[config.mk]
export PLATFORM = sky130hd
export DESIGN_NAME = line_link_rx
export DESIGN_NICKNAME = d
export VERILOG_FILES = /design/src/rtl/line_link_rx.sv
export SDC_FILE = /design/constraint.sdc
export NUM_CORES = 1
export LEC_CHECK = 0
export ABC_AREA = 0
export CORE_ASPECT_RATIO = 1.5
export CORE_UTILIZATION = 60
export DETAILED_ROUTE_END_ITERATION = 10
export PLACE_DENSITY = 0.8
export REMOVE_ABC_BUFFERS = 1
export SETUP_SLACK_MARGIN = 0.15
export SYNTH_ARGS = -nofsm -noshare
export SYNTH_HDL_FRONTEND = slang
export SYNTH_SLANG_ARGS = --single-unit
export TNS_END_PERCENT = 30
[constraint.sdc]
create_clock -name clk -period 6.7 [get_ports clk]
set_input_delay 0.67 -clock clk [delete_from_list [all_inputs] [get_ports clk]]
set_output_delay 0.67 -clock clk [all_outputs]
set_load 0.005 [all_outputs]
[src/rtl/line_link_rx.sv]
// line_link_rx: deserialises 7-bit line-count frames and emits spaced single-line add pulses
module line_link_rx #(
  parameter int BIT_CYCLES = 250,
  parameter int PULSE_LEN  = 1000,
  parameter int GAP_LEN    = 1000
) (
  input  logic       clk,
  input  logic       rst_n,
  input  logic       link_rx_i,
  output logic       add_line_o,
  output logic [3:0] pending_o,
  output logic       frame_err_o,
  output logic       rx_busy_o
);
  localparam int TW   = $clog2(BIT_CYCLES);
  localparam int EMAX = PULSE_LEN > GAP_LEN ? PULSE_LEN : GAP_LEN;
  localparam int EW   = $clog2(EMAX + 1);
  localparam logic [TW-1:0] HALF   = TW'(BIT_CYCLES / 2 - 1);
  localparam logic [TW-1:0] FULL   = TW'(BIT_CYCLES - 1);
  localparam logic [EW-1:0] P_LAST = EW'(PULSE_LEN - 1);
  localparam logic [EW-1:0] G_LAST = EW'(GAP_LEN - 1);
  typedef enum logic [2:0] {IDLE, START, DATA, PARITY, STOP, WAIT_HIGH} rx_t;
  typedef enum logic [1:0] {EIDLE, PULSE, GAP} em_t;
  logic [1:0]    sync_q;
  logic          prev_q;
  rx_t           rx_q, rx_d;
  logic [TW-1:0] tim_q, tim_d;
  logic [1:0]    idx_q, idx_d;
  logic [3:0]    sh_q, sh_d;
  logic          par_q, par_d;
  logic          done_q, done_d;
  logic          ok_q, ok_d;
  logic [3:0]    pend_q, pend_d;
  logic          ferr_q, ferr_d;
  em_t           em_q, em_d;
  logic [EW-1:0] etim_q, etim_d;
  logic          add_q, add_d;
  logic          s, tick, dec;
  logic [4:0]    sum;
  assign s    = sync_q[1];
  assign tick = tim_q == '0;
  always_ff @(posedge clk or negedge rst_n) begin
    if (!rst_n) begin
      sync_q <= 2'b11;
      prev_q <= 1'b1;
      rx_q   <= IDLE;
      tim_q  <= '0;
      idx_q  <= '0;
      sh_q   <= '0;
      par_q  <= 1'b0;
      done_q <= 1'b0;
      ok_q   <= 1'b0;
      pend_q <= '0;
      ferr_q <= 1'b0;
      em_q   <= EIDLE;
      etim_q <= '0;
      add_q  <= 1'b0;
    end else begin
      sync_q <= {sync_q[0], link_rx_i};
      prev_q <= s;
      rx_q   <= rx_d;
      tim_q  <= tim_d;
      idx_q  <= idx_d;
      sh_q   <= sh_d;
      par_q  <= par_d;
      done_q <= done_d;
      ok_q   <= ok_d;
      pend_q <= pend_d;
      ferr_q <= ferr_d;
      em_q   <= em_d;
      etim_q <= etim_d;
      add_q  <= add_d;
    end
  end
  always_comb begin
    rx_d   = rx_q;
    tim_d  = tick ? '0 : tim_q - 1'b1;
    idx_d  = idx_q;
    sh_d   = sh_q;
    par_d  = par_q;
    done_d = 1'b0;
    ok_d   = ok_q;
    case (rx_q)
      IDLE:      if (prev_q && !s) begin
        rx_d  = START;
        tim_d = HALF;
      end
      START:     if (tick) begin
        rx_d  = s ? IDLE : DATA;
        tim_d = FULL;
        idx_d = '0;
      end
      DATA:      if (tick) begin
        sh_d  = {s, sh_q[3:1]};
        idx_d = idx_q + 1'b1;
        tim_d = FULL;
        rx_d  = idx_q == 2'd3 ? PARITY : DATA;
      end
      PARITY:    if (tick) begin
        par_d = s;
        tim_d = FULL;
        rx_d  = STOP;
      end
      STOP:      if (tick) begin
        done_d = 1'b1;
        ok_d   = s && !(^{sh_q, par_q});
        rx_d   = s ? IDLE : WAIT_HIGH;
      end
      WAIT_HIGH: rx_d = s ? IDLE : WAIT_HIGH;
      default:   rx_d = IDLE;
    endcase
  end
  // sh_q stays stable through the cycle after STOP, so the count is read here
  assign sum    = {1'b0, pend_q} + (done_q && ok_q ? {1'b0, sh_q} : 5'd0) - {4'd0, dec};
  assign pend_d = sum > 5'd15 ? 4'd15 : sum[3:0];
  assign ferr_d = done_q && !ok_q;
  always_comb begin
    em_d   = em_q;
    etim_d = etim_q == '0 ? '0 : etim_q - 1'b1;
    dec    = 1'b0;
    case (em_q)
      EIDLE:   if (pend_q != '0) begin
        em_d   = PULSE;
        etim_d = P_LAST;
        dec    = 1'b1;
      end
      PULSE:   if (etim_q == '0) begin
        em_d   = GAP;
        etim_d = G_LAST;
      end
      GAP:     em_d = etim_q == '0 ? EIDLE : GAP;
      default: em_d = EIDLE;
    endcase
  end
  assign add_d       = em_d == PULSE;
  assign add_line_o  = add_q;
  assign pending_o   = pend_q;
  assign frame_err_o = ferr_q;
  assign rx_busy_o   = rx_q != IDLE;
endmodule

==> Word-level counts from Yosys, hierarchy flattened <==
Index checks and enable logic that the tools add are counted.
{ "totals": {"output_inout_bits": 7, "reg_bits": 41, "wordCells": 85} }
{ "op_classes": {"order_cmp": 1, "muxes": 30, "addsub": 5, "reduce_logical": 21, "eq_ne": 14} }
{ "op_table": {"columns": ["operator", "n"], "rows": [
  ["two-way mux 10 bit", 3],
  ["two-way mux 8 bit", 3],
  ["case mux 10 bit (2 select lines)", 1],
  ["two-way mux 3 bit", 6],
  ["case mux 3 bit (6 select lines)", 1],
  ["case mux 8 bit (2 select lines)", 1],
  ["two-way mux 2 bit", 6],
  ["logical NOT 10 bit", 1],
  ["inequality test 2 bit, second input constant", 5],
  ["subtractor 10 x 1 -> 10 bit, second input constant", 1],
  ["logical NOT 8 bit", 1],
  ["two-way mux 4 bit", 2],
  ["subtractor 8 x 1 -> 8 bit, second input constant", 1],
  ["== test 3 x 2 -> 1 bit, second input constant", 2],
  ["== test 3 bit, second input constant", 2],
  ["case mux 2 bit (3 select lines)", 1],
  ["AND reduction 2 bit", 3],
  ["adder 4 x 4 -> 5 bit", 1],
  ["greater-than comparator 5 x 4 -> 1 bit, second input constant", 1],
  ["two-way mux 1 bit", 5],
  ["AND reduction 5 bit", 1],
  ["XOR reduction 5 bit", 1],
  ["subtractor 5 x 1 -> 5 bit", 1],
  ["== test 2 x 1 -> 1 bit, second input constant", 2],
  ["13 further kinds", 19]
]} }

==> Longest topological paths before layout <==
Gate-level depths: netlist of run 1.
{ "logic_depth": {"depth_word": 6, "depth_mapped": 11, "depth_no_buf": 11} }

==> Least setup slack after synthesis of run 1 <==
OpenSTA, ideal clock, no wires.
{ "synth_path": {"path_type": "reg2reg", "start": "register pend_q[1], in the netlist pending_o[1]", "end": "register pend_q[0], in the netlist pending_o[0]", "period_less_slack_ps": 2505, "slack_ps": 4195, "setup_ps": 128, "required_time_ps": 6572, "arrival_ps": 2377, "path_buffers": 0, "path_stages_with_launch": 12, "path_cell_list": "dfrtp_1 > nor4_1 > or3_1 > inv_1 > ha_1 > inv_1 > ha_1 > fa_1 > a21o_1 > a21oi_1 > xor2_1 > nand2b_1"} }
{ "synth_between": {"elab_chain_len": 6, "elab_cells_between_ends": 7, "classes_between": "add/sub: 2; order compare: 1; mux: 3; reduce/logical: 1"} }
{ "synth_rtl": {"columns": ["element", "line_no", "rtl"], "rows": [
  ["from (decl)", "33", "logic [3:0] pend_q, pend_d;"],
  ["from (signal assigned)", "68", "pend_q <= pend_d;"],
  ["branches (longest 3 deep; another with adder 4 x 4 -> 5 bit)", null, null],
  ["subtractor 5 x 1 -> 5 bit *", "114", "assign sum = {1'b0, pend_q} + (done_q && ok_q ? {1'b0, sh_q} : 5'd0) - {4'd0, dec};"],
  ["greater-than comparator 5 x 4 -> 1 bit", "115", "assign pend_d = sum > 5'd15 ? 4'd15 : sum[3:0];"],
  ["two-way mux 4 bit *", "115", null],
  ["net pend_d[0]", "33", null]
]} }
Mark *: on every way through the listed nets, which the timed path passes.
A chain may end at the register's enable or synchronous reset.

==> Final worst setup path of run 1 <==
Same ends and word-level chain as after synthesis.

==> results of run 1 <==
==> routing by layer <==
layer,track usage [%],up-vias,part of all wire (%)
met5,0,-,0
met4,12.0,0,2.1
met3,5.59,10,2.9
met2,45.2,33,55
met1,26.3,761,39
li1,-,748,-
==> power breakdown <==
group          total, W  internal, W  leakage [nW]  switching (W)
Combinational  0.000110    0.0000522         0.523      0.0000579
Sequential     0.000322     0.000279         0.538      0.0000432
Clock          0.000156    0.0000718        0.0439      0.0000838
Total          0.000587     0.000403          1.11       0.000185
==> sequential cells by signal, indices dropped and copies added, names as in the netlist, 2 cells and up <==
register	count
pending_o	4
tim_q	8
em_q	2
etim_q	10
sh_q	4
sync_q	2
idx_q	2
rx_q	3
==> logic make-up after synthesis <==
kind of cell    count (synthesis)
flops                          41
fa+ha+maj                      12
mux                             7
compound gates                 41
xor+xnor                       13
buf+inv                        26
simple gates                   67
==> through the flow <==
| stage | hold WS, ps | setup WS (ps) | std cells | utilization [%] |
|---|---|---|---|---|
| finish | 358 | 3740 | 260 | 69.0 |
| global route | 364 | 3580 | 260 | 69.0 |
| detailed placement | 347 | 3760 | 252 | 66.5 |
| CTS | 358 | 3740 | 260 | 69.0 |
| global placement | 346 | 4050 | 252 | 66.5 |
| floorplan | 345 | 4200 | 201 | - |
==> synth_stat cells, types with 3 or more instances <==
cell                       instances
sky130_fd_sc_hd__mux2_4            4
sky130_fd_sc_hd__nor4_1            7
sky130_fd_sc_hd__o21ai_1           9
sky130_fd_sc_hd__nand2b_1          5
sky130_fd_sc_hd__or3_1             3
sky130_fd_sc_hd__a21oi_1           6
sky130_fd_sc_hd__dfstp_2           3
sky130_fd_sc_hd__o21ai_0          10
sky130_fd_sc_hd__inv_1            20
sky130_fd_sc_hd__xnor2_1          10
sky130_fd_sc_hd__nor2_1           16
sky130_fd_sc_hd__ha_1             11
sky130_fd_sc_hd__nor3_1            4
sky130_fd_sc_hd__nand3_1           6
sky130_fd_sc_hd__clkbuf_1          4
sky130_fd_sc_hd__dfrtp_1          38
sky130_fd_sc_hd__nand2_1           9
==> how the worst max path moves through the flow <==
stage	startpoint	end	slack, ps	cells after the start
final	pending_o[1]	pending_o[0]	3740	11
after CTS	pending_o[1]	pending_o[0]	3740	11
after global routing	pending_o[1]	pending_o[0]	3580	11
after floorplan	pending_o[1]	pending_o[0]	4200	11
after detailed placement	pending_o[1]	pending_o[0]	3760	11
after global placement	pending_o[1]	pending_o[0]	4050	11
==> worst max-delay path: cells and delay by family, from the launching register on <==
| family | cells | cell delay [ps] |
|---|---|---|
| AO/OA/AOI/OAI | 2 | 430 |
| AND/OR/NAND/NOR | 3 | 660 |
| XOR/XNOR | 1 | 310 |
| flip-flops | 1 | 400 |
| adder cells (fa/ha/maj) | 3 | 900 |
| buffers and inverters | 2 | 130 |
==> layout make-up <==
type,instances,share of cell area (%)
clock buffer,5,2.92
clock inverter,3,0.743
inverter,20,3.18
multi-input combinational,140,43.6
sequential,41,43.7
tap,42,2.23
timing repair buffer,9,3.61
==> key figures, run 1 <==
Synth
  – Top post-synthesis cells by area: sky130_fd_sc_hd__dfrtp_1, sky130_fd_sc_hd__ha_1, sky130_fd_sc_hd__xnor2_1, sky130_fd_sc_hd__dfstp_2, sky130_fd_sc_hd__inv_1
  – Compound-gate portion of the synthesized area: about 12%
  – Count of state elements after synthesis: 41
  – Mean instance size in the synthesized netlist: approximately 10 um2
  – Proportion of register bits with asynchronous set or reset after synthesis: 100%
  – Share of Yosys cell area claimed by the top area cell type: a little over two fifths
  – Xor/xnor cell area share of the yosys netlist: around 6%
  – Dominant cell type by area after synthesis: sky130_fd_sc_hd__dfrtp_1
  – Post-synth design cell area: roughly 0.0022 mm2
  – Largest family of logic cells by synthesized area: simple AND/OR/NAND/NOR gates
  – Yosys synthesis warning count: 0
  – Commonest register cell after synthesis: sky130_fd_sc_hd__dfrtp_1
  – Mapped Cells: a little over 200
  – Number of synthesized flops with an enable pin: 0
  – Area share of and/or/nand/nor cells after synthesis: a little under a fifth
  – Count of cell types in the netlist: 51
  – Adder-Cell Fraction of Synth Area: between 7 and 8%
  – Share of synthesized area occupied by flip-flops and latches: between 40% and 50%
  – Multiplexer share of the synthesized area: under 10%

Final layout
  – Net count of the finished layout: between 200 and 250
  – Combined flip-flop and latch cell area: 0.00103 mm2
  – Most common library cell in the layout ignoring fill and taps: sky130_fd_sc_hd__dfrtp_1
  – Layout overhead on the synthesized area: 8.90%
  – Filler cells: 260
  – Layout cells sized above 1: about a tenth
  – Multi-input combinational cell area: roughly 0.001 mm2
  – Ant diodes: 0
  – Final standard cell area without fillers: between 0.002 and 0.0025 mm2
  – Most frequent cells in the layout: sky130_fd_sc_hd__dfrtp_1, sky130_fd_sc_hd__inv_1, sky130_fd_sc_hd__nor2_1, sky130_fd_sc_hd__ha_1

Placement
  – Number of I/O port buffers: 9
  – Last weighted congestion value of the routability-driven placer: 0.847
  – Placed instance area: roughly 0.0023 mm2
  – HPWL after DPL: a little over 3000 um

Clock tree
  – Root cell of the clock tree: sky130_fd_sc_hd__clkbuf_8
  – Hold-fix buffers, CTS: 0
  – Clock network latency to the later pin of the worst-skew pair: slightly below 300 ps
  – Clock tree from TritonCTS: yes
  – Worst-case clock buffer depth: 2
  – Clock-pin transition on the worst setup and hold timing paths: approximately 80 ps
  – Number of H-tree levels: 2
  – Resize count post-CTS: 0
  – Total clock buffers created by CTS: 5
  – Total setup buffers inserted after CTS: 0
  – Clock sink count: 41

Pwr
  – Overall power of the completed layout: 0.000587 W
  – Worst-case vdd ir drop: about 0.21 mV
  – PwrDens: approximately 250 mW/mm2
  – Leakage dissipation: ~1.1 nW

STA
  – Final hold violation count: 0
  – Slew at the pin closest to its max-slew limit: 894 ps
  – Worst relative slew slack: a little over 40%
  – Final total negative setup slack: 0 ps
  – Finish-stage setup viols: 0
  – Minimum clock period after layout: 2960 ps
  – Ratio of final minimum period to clock period: 44.1%
  – Max Clock Skew: 9.46 ps
  – RSZ-0062 raised after global routing: false
  – Slew Viols, Final: 0
  – Maximum achievable frequency: roughly 0.34 GHz

Critical path
  – Startpoint Class: register
  – Delay contributed by the slowest stage of the critical path: about 400 ps
  – Cell-by-cell trace of the critical path: nor4_1, or3_1, inv_1, ha_1, inv_1, ha_1, fa_1, a21o_1, a21oi_1, xor2_1, nand2b_1
  – Category of the most critical setup path: reg2reg
  – CP required: slightly below 7000 ps
  – Maximum fanout along the worst path: 4
  – Path depth of the worst reg2reg path: 11
  – Register-to-register setup slack: 3740 ps
  – Reg-to-Reg End: pending_o[0]
  – Reg-to-Reg Start: pending_o[1]
  – CP max stage cell: sky130_fd_sc_hd__fa_1
  – Critical path data arrival time: between 3000 and 4000 ps
  – Type of destination of the critical path: register

Global route
  – Vias in the first global route: 1586
  – Maximum number of pins on one net before global-route repair: 42
  – Antenna violations before repair: 0
  – First-pass GRT wire length: ~6900 um
  – Overall routing resource usage: roughly 25%
  – Remaining Overflow, GRT: 0

Routing
  – Number of detailed-route iterations in the first pass: 4
  – Number of remaining DRC errors: 0
  – First DRT Iteration DRCs: 29
  – Post-DR wirelength/cell: between 15 and 20 um
  – DRT Wirelength: ~4000 um
  – Total vias in the final route: roughly 1600
  – Post-detailed-route count of antenna-violating nets: 0
  – Avg Vias per Cell: a little under 6

Status
  – Status: completed

Die
  – Top-level port count: 10
  – Horiz. Die Dim: 51.0 um
  – Initial Utilization: 63.4%
  – Total die area: between 0.003 and 0.004 mm2
  – Die Y: 75.6 um
  – Cell row count: 26
  – Core region area: about 0.0034 mm2

Min path
  – Hold-critical path endpoint: sync_q[1]
  – Hold Crit Depth: 0
  – Hold wc startpoint: sync_q[0]
  – Worst hold path type: reg2reg

Job
  – Max-capacitance violation count: 0
No activity file was read; power rests on OpenSTA's default activity.
==> inputs of run 2 (changes only) <==
--- a/config.mk
+++ b/config.mk
@@ -7,9 +7,9 @@
 export LEC_CHECK = 0
 export ABC_AREA = 0
 export CORE_ASPECT_RATIO = 1.5
-export CORE_UTILIZATION = 60
+export CORE_UTILIZATION = 59
 export DETAILED_ROUTE_END_ITERATION = 10
-export PLACE_DENSITY = 0.8
+export PLACE_DENSITY = 0.79
 export REMOVE_ABC_BUFFERS = 1
 export SETUP_SLACK_MARGIN = 0.15
 export SYNTH_ARGS = -nofsm -noshare
==> constraint.sdc (replaced) <==
create_clock -name clk -period 2.9 [get_ports clk]
set_input_delay 0.29 -clock clk [delete_from_list [all_inputs] [get_ports clk]]
set_output_delay 0.29 -clock clk [all_outputs]
set_load 0.005 [all_outputs]
==> run 2 against run 1 <==
Net effect:
- cell area rose by 2.8%
- flip-flop and latch count did not move
- global-route usage fell by 2.4 points
==> key figures, run 2 (synthesis results as in run 1) <==
Status
  – Status: completed (unchanged)

Pwr
  – Worst-case vdd ir drop: 0.634 mV (was 0.214 mV)
  – Leakage dissipation: 1.14 nW (was 1.11 nW)
  – PwrDens: 630 mW/mm2 (was 249 mW/mm2)

Placement
  – HPWL after DPL: 2770 um (was 3020 um)
  – Number of cells in the design after placement: 252 (unchanged)
  – Number of I/O port buffers: 9 (unchanged)
  – Last weighted congestion value of the routability-driven placer: 0.854 (was 0.847)

Clock tree
  – Root cell of the clock tree: sky130_fd_sc_hd__clkbuf_8 (unchanged)
  – Clock network latency to the later pin of the worst-skew pair: 300 ps (was 290 ps)
  – Clock sink count: 41 (unchanged)
  – Number of H-tree levels: 2 (unchanged)
  – Clock tree from TritonCTS: yes (unchanged)
  – Worst-case clock buffer depth: 2 (unchanged)
  – Clock-pin transition on the worst setup and hold timing paths: 80 ps (about the same)
  – Hold-fix buffers, CTS: 0 (unchanged)
  – Total clock buffers created by CTS: 5 (unchanged)

Final layout
  – Post-route non-filler standard cell count: 261 (was 260)
  – Layout overhead on the synthesized area: 12.0% (was 8.90%)
  – Ant diodes: 0 (unchanged)
  – Most common library cell in the layout ignoring fill and taps: sky130_fd_sc_hd__dfrtp_1 (unchanged)
  – Net count of the finished layout: 233 (was 232)
  – Most frequent cells in the layout: sky130_fd_sc_hd__dfrtp_1, sky130_fd_sc_hd__inv_1, sky130_fd_sc_hd__nor2_1, sky130_fd_sc_hd__ha_1 (unchanged)
  – Layout cells sized above 1: 11.4% (was 10.1%)
  – Number of flip-flops in the largest register: 10 (unchanged)
  – Most flops, register: etim_q (unchanged)
  – Largest regs: etim_q (10), tim_q (8) (unchanged)

Critical path
  – CP required: 3080 ps (was 6870 ps)
  – Startpoint Class: register (unchanged)
  – Path depth of the worst reg2reg path: 11 (unchanged)
  – Critical path data arrival time: 2800 ps (was 3120 ps)
  – Category of the most critical setup path: reg2reg (unchanged)
  – Maximum fanout along the worst path: 4 (unchanged)
  – Type of destination of the critical path: register (unchanged)

Routing
  – Post-detailed-route count of antenna-violating nets: 0 (unchanged)
  – Number of detailed-route iterations in the first pass: 6 (was 4)
  – Avg Vias per Cell: 5.82 (was 5.97)
  – Number of remaining DRC errors: 0 (unchanged)
  – DRT Wirelength: 3800 um (was 3960 um)
  – Total vias in the final route: 1519 (was 1552)
  – Post-DR wirelength/cell: 14.5 um (was 15.2 um)
  – First DRT Iteration DRCs: 18 (was 29)

STA
  – Final total negative setup slack: 0 ps (unchanged)
  – Final hold violation count: 0 (unchanged)
  – Max Clock Skew: 7.09 ps (was 9.46 ps)
  – RSZ-0062 raised after global routing: false (unchanged)
  – Finish-stage setup viols: 0 (unchanged)
  – Ratio of final minimum period to clock period: 90.6% (was 44.1%)
  – Slew at the pin closest to its max-slew limit: 888 ps (was 894 ps)
  – Minimum clock period after layout: 2630 ps (was 2960 ps)
  – Maximum achievable frequency: 0.381 GHz (was 0.338 GHz)
  – Slew Viols, Final: 0 (unchanged)
  – Worst relative slew slack: 40.8% (was 40.4%)

Die
  – Horiz. Die Dim: 51.5 um (was 51.0 um)
  – Die Y: 76.2 um (was 75.6 um)
  – Top-level port count: 10 (unchanged)
  – Core region area: 0.00345 mm2 (was 0.00342 mm2)
  – Cell row count: 26 (unchanged)
  – Total die area: 0.00392 mm2 (was 0.00386 mm2)
  – Initial Utilization: 62.8% (was 63.4%)

Global route
  – Remaining Overflow, GRT: 0 (unchanged)
  – Vias in the first global route: 1507 (was 1586)
  – Antenna violations before repair: 0 (unchanged)
  – First-pass GRT wire length: 6420 um (was 6910 um)
  – Overall routing resource usage: 22.2% (was 24.6%)
  – Maximum number of pins on one net before global-route repair: 42 (unchanged)

Min path
  – Worst hold path type: in2async (was reg2reg)

Job
  – Max-capacitance violation count: 0 (unchanged)
run 2: worst paths after layout:
path,from,to,slack (ps)
worst min register to register,sync_q[0],sync_q[1],360
worst max register to register,pending_o[1],pending_o[2],270
min in group clk,sync_q[0],sync_q[1],360
worst max-delay path,pending_o[1],pending_o[2],270
worst min-delay path,rst_n,frame_err_o,110
max in group asynchronous,rst_n,etim_q[2],2230
run 2: area by class of cell:
cell class | instances | area (um2)
Clock buffer | 5 | 68.8
Multi-Input combinational cell | 140 | 1040
Sequential cell | 41 | 1030
Clock inverter | 3 | 65.1
Inverter | 20 | 75.1
Timing Repair Buffer | 10 | 92.6
Tap cell | 42 | 52.6
Fill cell | 269 | 1020
run 2: metrics by stage:
| stage | power, W | worst slack [ps] | hold slack, ps | cell area (um2) | utilization, % |
|---|---|---|---|---|---|
| 6_report | 0.00153 | 274 | 113 | 2420 | 70.3 |
| 3_5_place_dp | 0.00100 | 195 | 348 | 2270 | 65.9 |
| 2_1_floorplan | 0.000926 | 395 | -5.59 | 2130 | - |
| 4_1_cts | 0.00154 | 182 | 133 | 2400 | 69.7 |
| 3_3_place_gp | 0.000985 | 257 | 349 | 2270 | 65.9 |
| 5_1_grt | 0.00161 | 116 | 182 | 2420 | 70.3 |
run 2: worst max-delay path: stages (launching register included):
cell                      delay (ps)
sky130_fd_sc_hd__dfrtp_1         410
sky130_fd_sc_hd__nor4_1          260
sky130_fd_sc_hd__or3_1           160
sky130_fd_sc_hd__inv_1            60
sky130_fd_sc_hd__ha_1            280
sky130_fd_sc_hd__inv_1            40
sky130_fd_sc_hd__ha_1            200
sky130_fd_sc_hd__fa_1            410
sky130_fd_sc_hd__a21o_1          210
sky130_fd_sc_hd__a21oi_2         190
sky130_fd_sc_hd__xor2_2          220
sky130_fd_sc_hd__nand2_1          70
run 2: repair_timing:
item | CTS | global route
endpoints found under the setup margin | 0 | 4
buffers inserted | 0 | 1
resized for setup | 0 | 2
run 2: power by group:
part,leakage (nW),switching (W),internal [W]
sequential,0.538,0.0000961,0.000644
clock,0.0681,0.000194,0.000342
combinational,0.529,0.000130,0.000120
run 2: per-layer routing:
metal	GRT usage (%)	up-vias	part of all wire [%]
li1	-	749	-
met1	24.8	742	40
met2	37.1	20	55
met3	5.39	8	2.2
met4	12.4	0	2.7
met5	0	-	0
